File: src/rtl/maxicore32_pkg.sv
// Shared definitions for the maxicore32 multi-cycle load/store core:
// opcodes, ALU and branch-condition encodings, FSM states, instruction fields.
package maxicore32_pkg;

  localparam logic [5:0] OP_NOP       = 6'h00;
  localparam logic [5:0] OP_HALT      = 6'h01;
  localparam logic [5:0] OP_LOADI     = 6'h02;
  localparam logic [5:0] OP_LOADUPPER = 6'h03;
  localparam logic [5:0] OP_LOADW     = 6'h04;
  localparam logic [5:0] OP_LOADH     = 6'h05;
  localparam logic [5:0] OP_LOADB     = 6'h06;
  localparam logic [5:0] OP_STOREW    = 6'h08;
  localparam logic [5:0] OP_STOREH    = 6'h09;
  localparam logic [5:0] OP_STOREB    = 6'h0A;
  localparam logic [5:0] OP_BRANCH    = 6'h20;
  localparam logic [5:0] OP_JUMP      = 6'h21;

  // Low opcode bits of loads/stores give the access size.
  localparam logic [1:0] SIZE_WORD = 2'b00;
  localparam logic [1:0] SIZE_HALF = 2'b01;
  localparam logic [1:0] SIZE_BYTE = 2'b10;

  localparam logic [3:0] COND_ALWAYS = 4'd0;
  localparam logic [3:0] COND_EQ     = 4'd1;
  localparam logic [3:0] COND_NE     = 4'd2;
  localparam logic [3:0] COND_CS     = 4'd3;
  localparam logic [3:0] COND_CC     = 4'd4;
  localparam logic [3:0] COND_MI     = 4'd5;
  localparam logic [3:0] COND_PL     = 4'd6;

  localparam int unsigned OPCODE_LSB = 26;
  localparam int unsigned RD_LSB     = 22;
  localparam int unsigned RS1_LSB    = 18;
  localparam int unsigned RS2_LSB    = 14;

  typedef enum logic [2:0] {
    ALU_ADD, ALU_SUB, ALU_AND, ALU_OR, ALU_XOR, ALU_SHL, ALU_SHR, ALU_ASR
  } alu_op_t;

  typedef enum logic [2:0] {
    ST_FETCH, ST_DECODE, ST_EXECUTE, ST_MEM, ST_WB, ST_STOP
  } state_t;

  function automatic logic [31:0] sext16(input logic [15:0] v);
    return {{16{v[15]}}, v};
  endfunction

endpackage

File: src/rtl/maxicore32_alu.sv
// Combinational ALU: eight operations with zero/negative/carry flags.
module maxicore32_alu
  import maxicore32_pkg::*;
(
  input  logic [31:0] a,
  input  logic [31:0] b,
  input  alu_op_t     op,
  output logic [31:0] result,
  output logic        z,
  output logic        n,
  output logic        c
);

  logic [4:0] shamt;

  assign shamt = b[4:0];

  // Shifts run through a 33-bit window so the last bit shifted out lands in c.
  always_comb begin
    result = '0;
    c      = 1'b0;
    case (op)
      ALU_ADD: {c, result} = {1'b0, a} + {1'b0, b};
      ALU_SUB: {c, result} = {1'b0, a} - {1'b0, b};
      ALU_AND: result = a & b;
      ALU_OR:  result = a | b;
      ALU_XOR: result = a ^ b;
      ALU_SHL: {c, result} = {1'b0, a} << shamt;
      ALU_SHR: {result, c} = {a, 1'b0} >> shamt;
      ALU_ASR: {result, c} = $signed({a, 1'b0}) >>> shamt;
      default: result = '0;
    endcase
    z = (result == '0);
    n = result[31];
  end

endmodule

File: src/rtl/maxicore32_core.sv
// maxicore32 multi-cycle core: FETCH/DECODE/EXECUTE[/MEM[/WB]] over one shared
// 32-bit bus with big-endian byte strobes; freezes on halt or misaligned access.
module maxicore32_core
  import maxicore32_pkg::*;
#(
  parameter logic [29:0] RESET_PC = 30'h0
) (
  input  logic        clock,
  input  logic        reset,
  output logic [29:0] address,
  input  logic [31:0] data_in,
  output logic [31:0] data_out,
  output logic [3:0]  data_strobes,
  output logic        read,
  output logic        write,
  output logic        bus_error,
  output logic        halted,
  output logic [5:0]  user
);

  state_t      state, state_next;
  logic [29:0] program_counter;
  logic [31:0] register_file [16];
  logic [31:0] ir, ea;
  logic        flag_z, flag_n, flag_c;

  logic [5:0]  opcode;
  logic [3:0]  rd, rs1, rs2;
  logic [15:0] imm;
  logic [31:0] sext_imm, rd_val, rs1_val, rs2_val, ea_calc;
  logic [1:0]  mem_size;
  logic        is_load, is_store, is_alu, legal, misaligned, branch_taken;
  logic [31:0] alu_result;
  logic        alu_z, alu_n, alu_c;
  logic [31:0] load_value, store_data;
  logic [3:0]  mem_strobes;

  assign opcode   = ir[OPCODE_LSB +: 6];
  assign rd       = ir[RD_LSB +: 4];
  assign rs1      = ir[RS1_LSB +: 4];
  assign rs2      = ir[RS2_LSB +: 4];
  assign imm      = ir[15:0];
  assign sext_imm = sext16(imm);
  assign rd_val   = register_file[rd];
  assign rs1_val  = register_file[rs1];
  assign rs2_val  = register_file[rs2];
  assign ea_calc  = rs1_val + sext_imm;
  assign mem_size = opcode[1:0];
  assign user     = opcode;

  assign is_load  = (opcode == OP_LOADW) || (opcode == OP_LOADH) || (opcode == OP_LOADB);
  assign is_store = (opcode == OP_STOREW) || (opcode == OP_STOREH) || (opcode == OP_STOREB);
  assign is_alu   = (opcode[5:4] == 2'b01);
  assign legal    = is_load || is_store || is_alu || (opcode == OP_NOP) || (opcode == OP_HALT) ||
                    (opcode == OP_LOADI) || (opcode == OP_LOADUPPER) ||
                    (opcode == OP_BRANCH) || (opcode == OP_JUMP);
  assign misaligned = ((mem_size == SIZE_WORD) && (ea_calc[1:0] != 2'b00)) ||
                      ((mem_size == SIZE_HALF) && ea_calc[0]);

  maxicore32_alu u_alu (
    .a      (rs1_val),
    .b      (opcode[3] ? sext_imm : rs2_val),
    .op     (alu_op_t'(opcode[2:0])),
    .result (alu_result),
    .z      (alu_z),
    .n      (alu_n),
    .c      (alu_c)
  );

  always_comb begin
    case (rd)
      COND_ALWAYS: branch_taken = 1'b1;
      COND_EQ:     branch_taken = flag_z;
      COND_NE:     branch_taken = !flag_z;
      COND_CS:     branch_taken = flag_c;
      COND_CC:     branch_taken = !flag_c;
      COND_MI:     branch_taken = flag_n;
      COND_PL:     branch_taken = !flag_n;
      default:     branch_taken = 1'b0;
    endcase
  end

  // Byte offset 0 is the most significant lane.
  always_comb begin
    mem_strobes = '0;
    store_data  = '0;
    load_value  = '0;
    case (mem_size)
      SIZE_WORD: begin
        mem_strobes = '1;
        store_data  = rd_val;
        load_value  = data_in;
      end
      SIZE_HALF: begin
        mem_strobes = ea[1] ? 4'b0011 : 4'b1100;
        store_data  = {2{rd_val[15:0]}};
        load_value  = {16'h0, ea[1] ? data_in[15:0] : data_in[31:16]};
      end
      SIZE_BYTE: begin
        mem_strobes = 4'b1000 >> ea[1:0];
        store_data  = {4{rd_val[7:0]}};
        load_value  = {24'h0, data_in[(5'd24 - {ea[1:0], 3'b000}) +: 8]};
      end
      default: ;
    endcase
  end

  always_ff @(posedge clock or negedge reset) begin
    if (!reset) state <= ST_FETCH;
    else        state <= state_next;
  end

  always_comb begin
    state_next = state;
    case (state)
      ST_FETCH:   state_next = ST_DECODE;
      ST_DECODE:  state_next = ST_EXECUTE;
      ST_EXECUTE: begin
        if (!legal || (opcode == OP_HALT))  state_next = ST_STOP;
        else if (is_load || is_store)       state_next = misaligned ? ST_STOP : ST_MEM;
        else                                state_next = ST_FETCH;
      end
      ST_MEM:     state_next = is_load ? ST_WB : ST_FETCH;
      ST_WB:      state_next = ST_FETCH;
      default:    state_next = ST_STOP;
    endcase
  end

  // Bus outputs are forced idle while reset is held, even though the state is FETCH.
  always_comb begin
    address      = '0;
    read         = 1'b0;
    write        = 1'b0;
    data_strobes = '0;
    data_out     = '0;
    if (reset) begin
      case (state)
        ST_FETCH: begin
          address      = program_counter;
          read         = 1'b1;
          data_strobes = '1;
        end
        ST_MEM: begin
          address      = ea[31:2];
          data_strobes = mem_strobes;
          if (is_store) begin
            write    = 1'b1;
            data_out = store_data;
          end else begin
            read = 1'b1;
          end
        end
        default: ;
      endcase
    end
  end

  always_ff @(posedge clock or negedge reset) begin
    if (!reset) begin
      program_counter <= RESET_PC;
      for (int unsigned i = 0; i < 16; i++) register_file[i] <= '0;
      flag_z    <= 1'b0;
      flag_n    <= 1'b0;
      flag_c    <= 1'b0;
      ir        <= '0;
      ea        <= '0;
      halted    <= 1'b0;
      bus_error <= 1'b0;
    end else begin
      case (state)
        ST_DECODE: begin
          ir              <= data_in;
          program_counter <= program_counter + 30'd1;
        end
        ST_EXECUTE: begin
          ea <= ea_calc;
          if (is_alu) begin
            register_file[rd] <= alu_result;
            flag_z <= alu_z;
            flag_n <= alu_n;
            flag_c <= alu_c;
          end
          case (opcode)
            OP_HALT:      halted <= 1'b1;
            OP_LOADI:     register_file[rd] <= sext_imm;
            OP_LOADUPPER: register_file[rd] <= {imm, rd_val[15:0]};
            OP_BRANCH:    if (branch_taken) program_counter <= program_counter + sext_imm[29:0];
            OP_JUMP:      program_counter <= rs1_val[31:2];
            default: ;
          endcase
          if (!legal) halted <= 1'b1;
          if ((is_load || is_store) && misaligned) bus_error <= 1'b1;
        end
        ST_WB: register_file[rd] <= load_value;
        default: ;
      endcase
    end
  end

endmodule

File: config.mk
export PLATFORM = sky130hd
export DESIGN_NAME = maxicore32_core
export DESIGN_NICKNAME = d
export VERILOG_FILES = /design/src/rtl/maxicore32_pkg.sv /design/src/rtl/maxicore32_alu.sv /design/src/rtl/maxicore32_core.sv
export SDC_FILE = /design/constraint.sdc
export NUM_CORES = 2
export LEC_CHECK = 0
export ABC_AREA = 1
export CORE_AREA = 2 2 439 441
export CTS_CLUSTER_DIAMETER = 150
export DETAILED_ROUTE_END_ITERATION = 7
export DIE_AREA = 0 0 441 443
export PLACE_DENSITY = 0.45
export SYNTH_ARGS = -nofsm -noshare
export SYNTH_HDL_FRONTEND = slang
export SYNTH_SLANG_ARGS = --single-unit
File: constraint.sdc
create_clock -name clock -period 7.42 [get_ports clock]
set_input_delay 0.742 -clock clock [delete_from_list [all_inputs] [get_ports clock]]
set_output_delay 0.742 -clock clock [all_outputs]
set_load 0.01 [all_outputs]
After elaboration in Yosys (flattened, before gate mapping)
Index checks and enable logic that the tools add are counted.
Storage, ports and cells
  bits in registers: 614
  output and inout bits: 76
Operators by class
  eq/ne operators: 34
  reductions and logical operators: 35
  bitwise gates (word level): 6
  add/sub/neg operators: 6
  shifts and indexed selects: 5
  mux-type cells: 51
  magnitude comparators: 4
Operator list (number)
  bitwise mux 512 bit: 4
  case mux 512 bit (2 select lines): 2
  two-way mux 512 bit: 2
  binary-select mux 32 bit (select 4 bit): 3
  two-way mux 32 bit: 11
  case mux 32 bit (8 select lines): 1
  case mux 32 bit (3 select lines): 2
  case mux 30 bit (2 select lines): 3
  demux 32 bit (select 4 bit): 1
  two-way mux 30 bit: 2
  adder 32 x 32 -> 33 bit: 1
  left shift 32 x 5 -> 33 bit: 1
  >> shifter 33 x 5 -> 33 bit: 1
  >>> shifter 33 x 5 -> 33 bit: 1
  subtractor 32 x 32 -> 33 bit: 1
  adder 32 bit: 1
  bitwise AND 32 bit: 1
  zero test 32 bit: 1
  bitwise OR 32 bit: 1
  variable part select 32 x 6 -> 8 bit: 1
  XOR 32 bit: 1
  adder 30 x 1 -> 30 bit, second input constant: 1
  adder 30 bit: 1
  equality test 6 x 3 -> 1 bit, second input constant: 3
  other kinds (39): 94

Longest topological paths before layout
  depth in word-level cells: 15
  gate-level depth with buffers: 38
  gate-level depth less buffers: 33

Modules after synthesis
A second synthesis with hierarchy kept.
Second synthesis, totals
  cells, all modules: 11526
  area, all modules: 67576.1 um2
Modules (own cells, without submodules)
  maxicore32_core: instances 1, cells an instance 9355, area an instance 57330.0 um2, seq. area each 15364.7 um2
  maxicore32_alu: instances 1, cells an instance 2171, area an instance 10246.1 um2, seq. area each 0.0 um2

Worst setup path after synthesis
OpenSTA, ideal clock, no wires.
  kind: register to register
  start: register ir[15]
  end: register register_file[252] in the netlist's numbering
  period minus slack after synthesis: 5003 ps
  cell stages (with the launch flop): 34
  data required time: 7300 ps
  setup slack: 2417 ps
  arrival: 4883 ps
  path buffers: 7
  cell sequence: dfrtp_1 -> buf_4 -> inv_2 -> buf_6 -> buf_4 -> clkbuf_1 -> clkbuf_1 -> o21ai_0 -> o211ai_1 -> nand3_1 -> nand2_1 -> nand2_1 -> o21ai_0 -> inv_1 -> ha_1 -> buf_2 -> inv_1 -> a21oi_1 -> o21ai_0 -> a21oi_1 -> nand2_1 -> a21o_1 -> a21oi_1 -> o21bai_1 -> a21oi_1 -> inv_1 -> nand2_1 -> nand3_1 -> nand2_1 -> inv_2 -> buf_2 -> nand2_1 -> nand3_1 -> a31o_1
Between the ends
  cells in the longest elaborated chain, start to end: 13
RTL lines
  start, declared: RTL line maxicore32_core.sv:24  | logic [31:0] ir, ea;
  start signal, assigned: RTL line maxicore32_core.sv:172  | ir <= data_in;
  NOT 4 -> 5 bit (not written as such): RTL line maxicore32_core.sv:46  | assign rs2_val = register_file[rs2];
  binary-select mux 32 bit (select 4 bit): RTL line maxicore32_core.sv:46
  two-way mux 32 bit (not written as such) (2 in a row): RTL line maxicore32_core.sv:46
  two-way mux 32 bit: RTL line maxicore32_core.sv:62  | .b (opcode[3] ? sext_imm : rs2_val),
  subtractor 32 x 32 -> 33 bit, or another cell as far along: RTL line maxicore32_alu.sv:24  | ALU_SUB: {c, result} = {1'b0, a} - {1'b0, b};
  case mux 32 bit (8 select lines): RTL line maxicore32_alu.sv:22  | case (op)
  bitwise mux 512 bit: RTL line maxicore32_core.sv:178  | register_file[rd] <= alu_result;
  two-way mux 512 bit: RTL line maxicore32_core.sv:177  | if (is_alu) begin
  two-way mux 512 bit: RTL line maxicore32_core.sv:170  | case (state)
  bitwise mux 512 bit, on equally long branches: RTL line maxicore32_core.sv:186, maxicore32_core.sv:185
  case mux 512 bit (2 select lines) *: RTL line maxicore32_core.sv:183  | case (opcode)
  case mux 512 bit (2 select lines) *: RTL line maxicore32_core.sv:170
  end signal, assigned by index: RTL line maxicore32_core.sv:178
  end signal, assigned by index: RTL line maxicore32_core.sv:185  | OP_LOADI: register_file[rd] <= sext_imm;
  end signal, assigned by index: RTL line maxicore32_core.sv:186  | OP_LOADUPPER: register_file[rd] <= {imm, rd_val[15:0]};
  end, declared: RTL line maxicore32_core.sv:23  | logic [31:0] register_file [16];
Every way passes the cells marked *; elsewhere a longest branch is shown, timed or not. The select of a mux whose other input is x is not followed.
A chain may end at the register's enable or synchronous reset.

Final worst setup path
  start: register ir[18]
  end: register register_file[380] in the netlist's numbering
Between the ends
  cells in the longest elaborated chain, start to end: 12
RTL lines
  NOT 4 -> 5 bit (not written as such) *: RTL line maxicore32_core.sv:45  | assign rs1_val = register_file[rs1];
  binary-select mux 32 bit (select 4 bit) *: RTL line maxicore32_core.sv:45
  two-way mux 32 bit (not written as such) * (2 in a row): RTL line maxicore32_core.sv:45
  subtractor 32 x 32 -> 33 bit, or another cell as far along: RTL line maxicore32_alu.sv:24
  case mux 32 bit (8 select lines) *: RTL line maxicore32_alu.sv:22
  bitwise mux 512 bit *: RTL line maxicore32_core.sv:178
  two-way mux 512 bit *: RTL line maxicore32_core.sv:177
  two-way mux 512 bit *: RTL line maxicore32_core.sv:170
  bitwise mux 512 bit, on equally long branches: RTL line maxicore32_core.sv:186, maxicore32_core.sv:185
  case mux 512 bit (2 select lines) *: RTL line maxicore32_core.sv:183
  case mux 512 bit (2 select lines) *: RTL line maxicore32_core.sv:170
Marks and branches as above.

==> flow_metrics.tcl <==
set metrics [dict create \
    ys_ff_latch 614 \
    final_util 0.3844 \
    grt_max_degree 108 \
    h-tree-depth 3 \
    fin_crit_sh 0.9508 \
    grt_overflow 0 \
    path_common_cell "nand2_1" \
    drcViolationCount 0 \
    critPathLaunchType "register" \
    drtIter0Drc 16430 \
    die_w_um 441 \
    cts_root_buf "clkbuf_16" \
    holdPathEnd "bus_error" \
    vias_per_cell 6.912 \
    critPathSlowestCell "dfrtp_4" \
    slew_headroom -0.04541 \
    report.final.slew_viol_count 3 \
    antenna_found_initial 46 \
    yosysWarnings 0 \
    setup_violations 0 \
    rrSetupSlack_ns 0.37 \
    std_cell_rows 161 \
    first_global_vias 82370 \
    yosysSeqAreaShare 0.2317 \
    clock-skew-final_ns 0.07532 \
    cts_buffer_depth 3 \
    rsz0062_at_grt "false" \
    insertion_delay_ns 0.81 \
    crit_fanout 58 \
    dpl.hpwl_um 361600 \
    final_layout_size_suffix_gt1_frac 0.08344 \
    nFillCells 20940 \
    syn_to_final_growth_pct 10.81 \
    required_ns 8.10 \
    r2r-end "register_file[380]" \
    core_um2 191200 \
    min_path_type "register to register" \
    r2r-start "ir[18]" \
    violations "capacitance limit, slew limit" \
    grt_pass1_wl_um 686500 \
    hold_depth 2 \
    min_from "bus_error" \
    track_usage 0.5002 \
    start_util 0.3469 \
    clock-sinks 614 \
    design.die.area_um2 195400 \
    firstDrtPassIters 7 \
    synthFlopType "dfrtp_1" \
    crit_path_max_incr_delay_ns 0.65 \
    finalWirelength_um 509800 \
    syn_inst 10750 \
    fmax_mhz 141.8 \
    synth-edff-count 0 \
    clk_pin_slew_ns 0.06 \
    worstPathArrival_ns 7.74 \
    vias 90260 \
    place_congestion 1.034 \
    portBuffers 109 \
    post_cts_resized 0 \
    ios 110 \
    reg2reg_depth 28 \
    synth_area_um2 66320 \
    async_reset_ff_frac 1.000 \
    numCtsBuffers 93 \
    final.setup.tns_ns 0 \
    post-route-min-period_ns 7.055 \
    synth_nets 10950 \
    worstMarginPinSlew_ns 1.552 \
    die_y_um 443 \
    drtAntennaViolNets 0 \
    nNetsFinal 10630 \
    syn_area_per_cell_um2 6.170 \
    hold_viol_final 0 \
    post_drt_wl_per_cell_um 39.04 \
    end_kind "register" \
    critical_path_class "register to register" \
    synth_cell_types 65 \
    drv_cap 2 \
    tritoncts "done" \
    outcome "finished, violations left" \
]
## critical path, delay by kind of cell (launching register included)
family	cells	cell delay, ns
and+or+nand+nor	16	3.01
AOI/OAI and AO/OA	5	0.94
buffers and inverters	6	1.65
DFF	1	0.65
adders and majority gates	1	0.53
## routing by layer
metal  part of all wire  vias up  GRT usage
li1                   -    37020          -
met1               0.37    43210     0.6259
met2               0.39     7980     0.6867
met3               0.15     2018     0.2058
met4              0.086       34     0.3529
met5            0.00046        -  0.0007444
## kinds of logic after synthesis
logic type	count (synthesis)	synth area share
adders and majority gates	168	0.03215
buffers and inverters	1772	0.1101
muxes	4	0.0006226
and+or+nand+nor	4488	0.2846
DFF	614	0.2317
xor gates and xnor gates	64	0.008452
AOI/OAI and AO/OA	3639	0.3324
## flip-flops by register name, summed over array words and instances, names as in the netlist
register,flops
bus_error,1
ea,32
flag_c,1
flag_n,1
flag_z,1
halted,1
ir,32
program_counter,30
register_file,512
state,3
## worst max path at each step
| stage | slack, ns | startpoint | cells after the start | endpoint |
|---|---|---|---|---|
| 6_report | 0.37 | ir[18] | 28 | register_file[380] |
| 5_1_grt | 0.34 | ir[18] | 26 | flag_z |
| 4_1_cts | 0.79 | ir[18] | 26 | flag_z |
| 3_5_place_dp | 0.85 | ir[18] | 26 | flag_z |
| 3_3_place_gp | 0.82 | ir[19] | 26 | register_file[380] |
| 2_1_floorplan | 2.42 | ir[15] | 33 | register_file[252] |
## stage by stage
stage	instance area, um2	hold WS (ns)	std cells	setup slack, ns
final	73490	0.4648	13060	0.3654
after global routing	73440	0.4861	13040	0.3402
after CTS	73420	0.4730	13040	0.7891
after detailed placement	70290	0.4583	12860	0.8472
after global placement	70290	0.4526	12860	0.8218
after floorplan	66320	0.4464	10750	2.417
## repair_timing
action                    in CTS  in global routing
buffers inserted               0                  0
hold endpoints to repair      31                  0
hold buffers                   1                  0
## layout by cell type, fill, tap and decap left out, types with 98 or more instances in the layout
master              n
a21oi_1           860
a221oi_1           98
a22oi_1           117
buf_4             405
clkdlybuf4s50_1   107
dfrtp_1           604
ha_1              164
inv_1             744
nand2_1          2272
nand3_1          1254
nor2_1            738
o211ai_1          495
o21ai_0          1211
o221ai_1          112
o22ai_1           354
## synth_stat cells (35+ instances only)
cell / number / area, um2
dfrtp_1: 614 / 15360
a21oi_1: 864 / 4324
clkbuf_1: 632 / 2372
inv_1: 757 / 2841
nand3_1: 1255 / 6281
o21ai_1: 75 / 375.4
inv_2: 37 / 138.9
o21bai_1: 66 / 495.5
ha_1: 164 / 2052
o21ai_0: 1216 / 6086
xor2_1: 36 / 315.3
buf_1: 98 / 367.9
buf_6: 35 / 394.1
a31o_1: 49 / 429.2
o221ai_1: 112 / 980.9
a221oi_1: 101 / 884.6
buf_2: 128 / 640.6
nand2_1: 2284 / 8573
o22ai_1: 354 / 2215
a22oi_1: 117 / 878.3
buf_4: 55 / 412.9
nand4_1: 47 / 294.0
o211ai_1: 495 / 3716
nor2_1: 788 / 2958
a31o_2: 39 / 341.6
## final cells by class
type	instances	area (um2)	share of cell area
diodes	22	55.05	0.0007491
clock buffers	134	2703	0.03678
clock inverters	40	419.2	0.005704
inverters	821	3126	0.04253
multi-input cells	8363	44020	0.5990
flip-flops and latches	614	15390	0.2094
well taps	2526	3161	0.04301
repair buffers	539	4613	0.06277
Power is left out: the tool's default activity adds up to more than one toggle a clock period on the data nets, which glitch-free logic cannot reach.
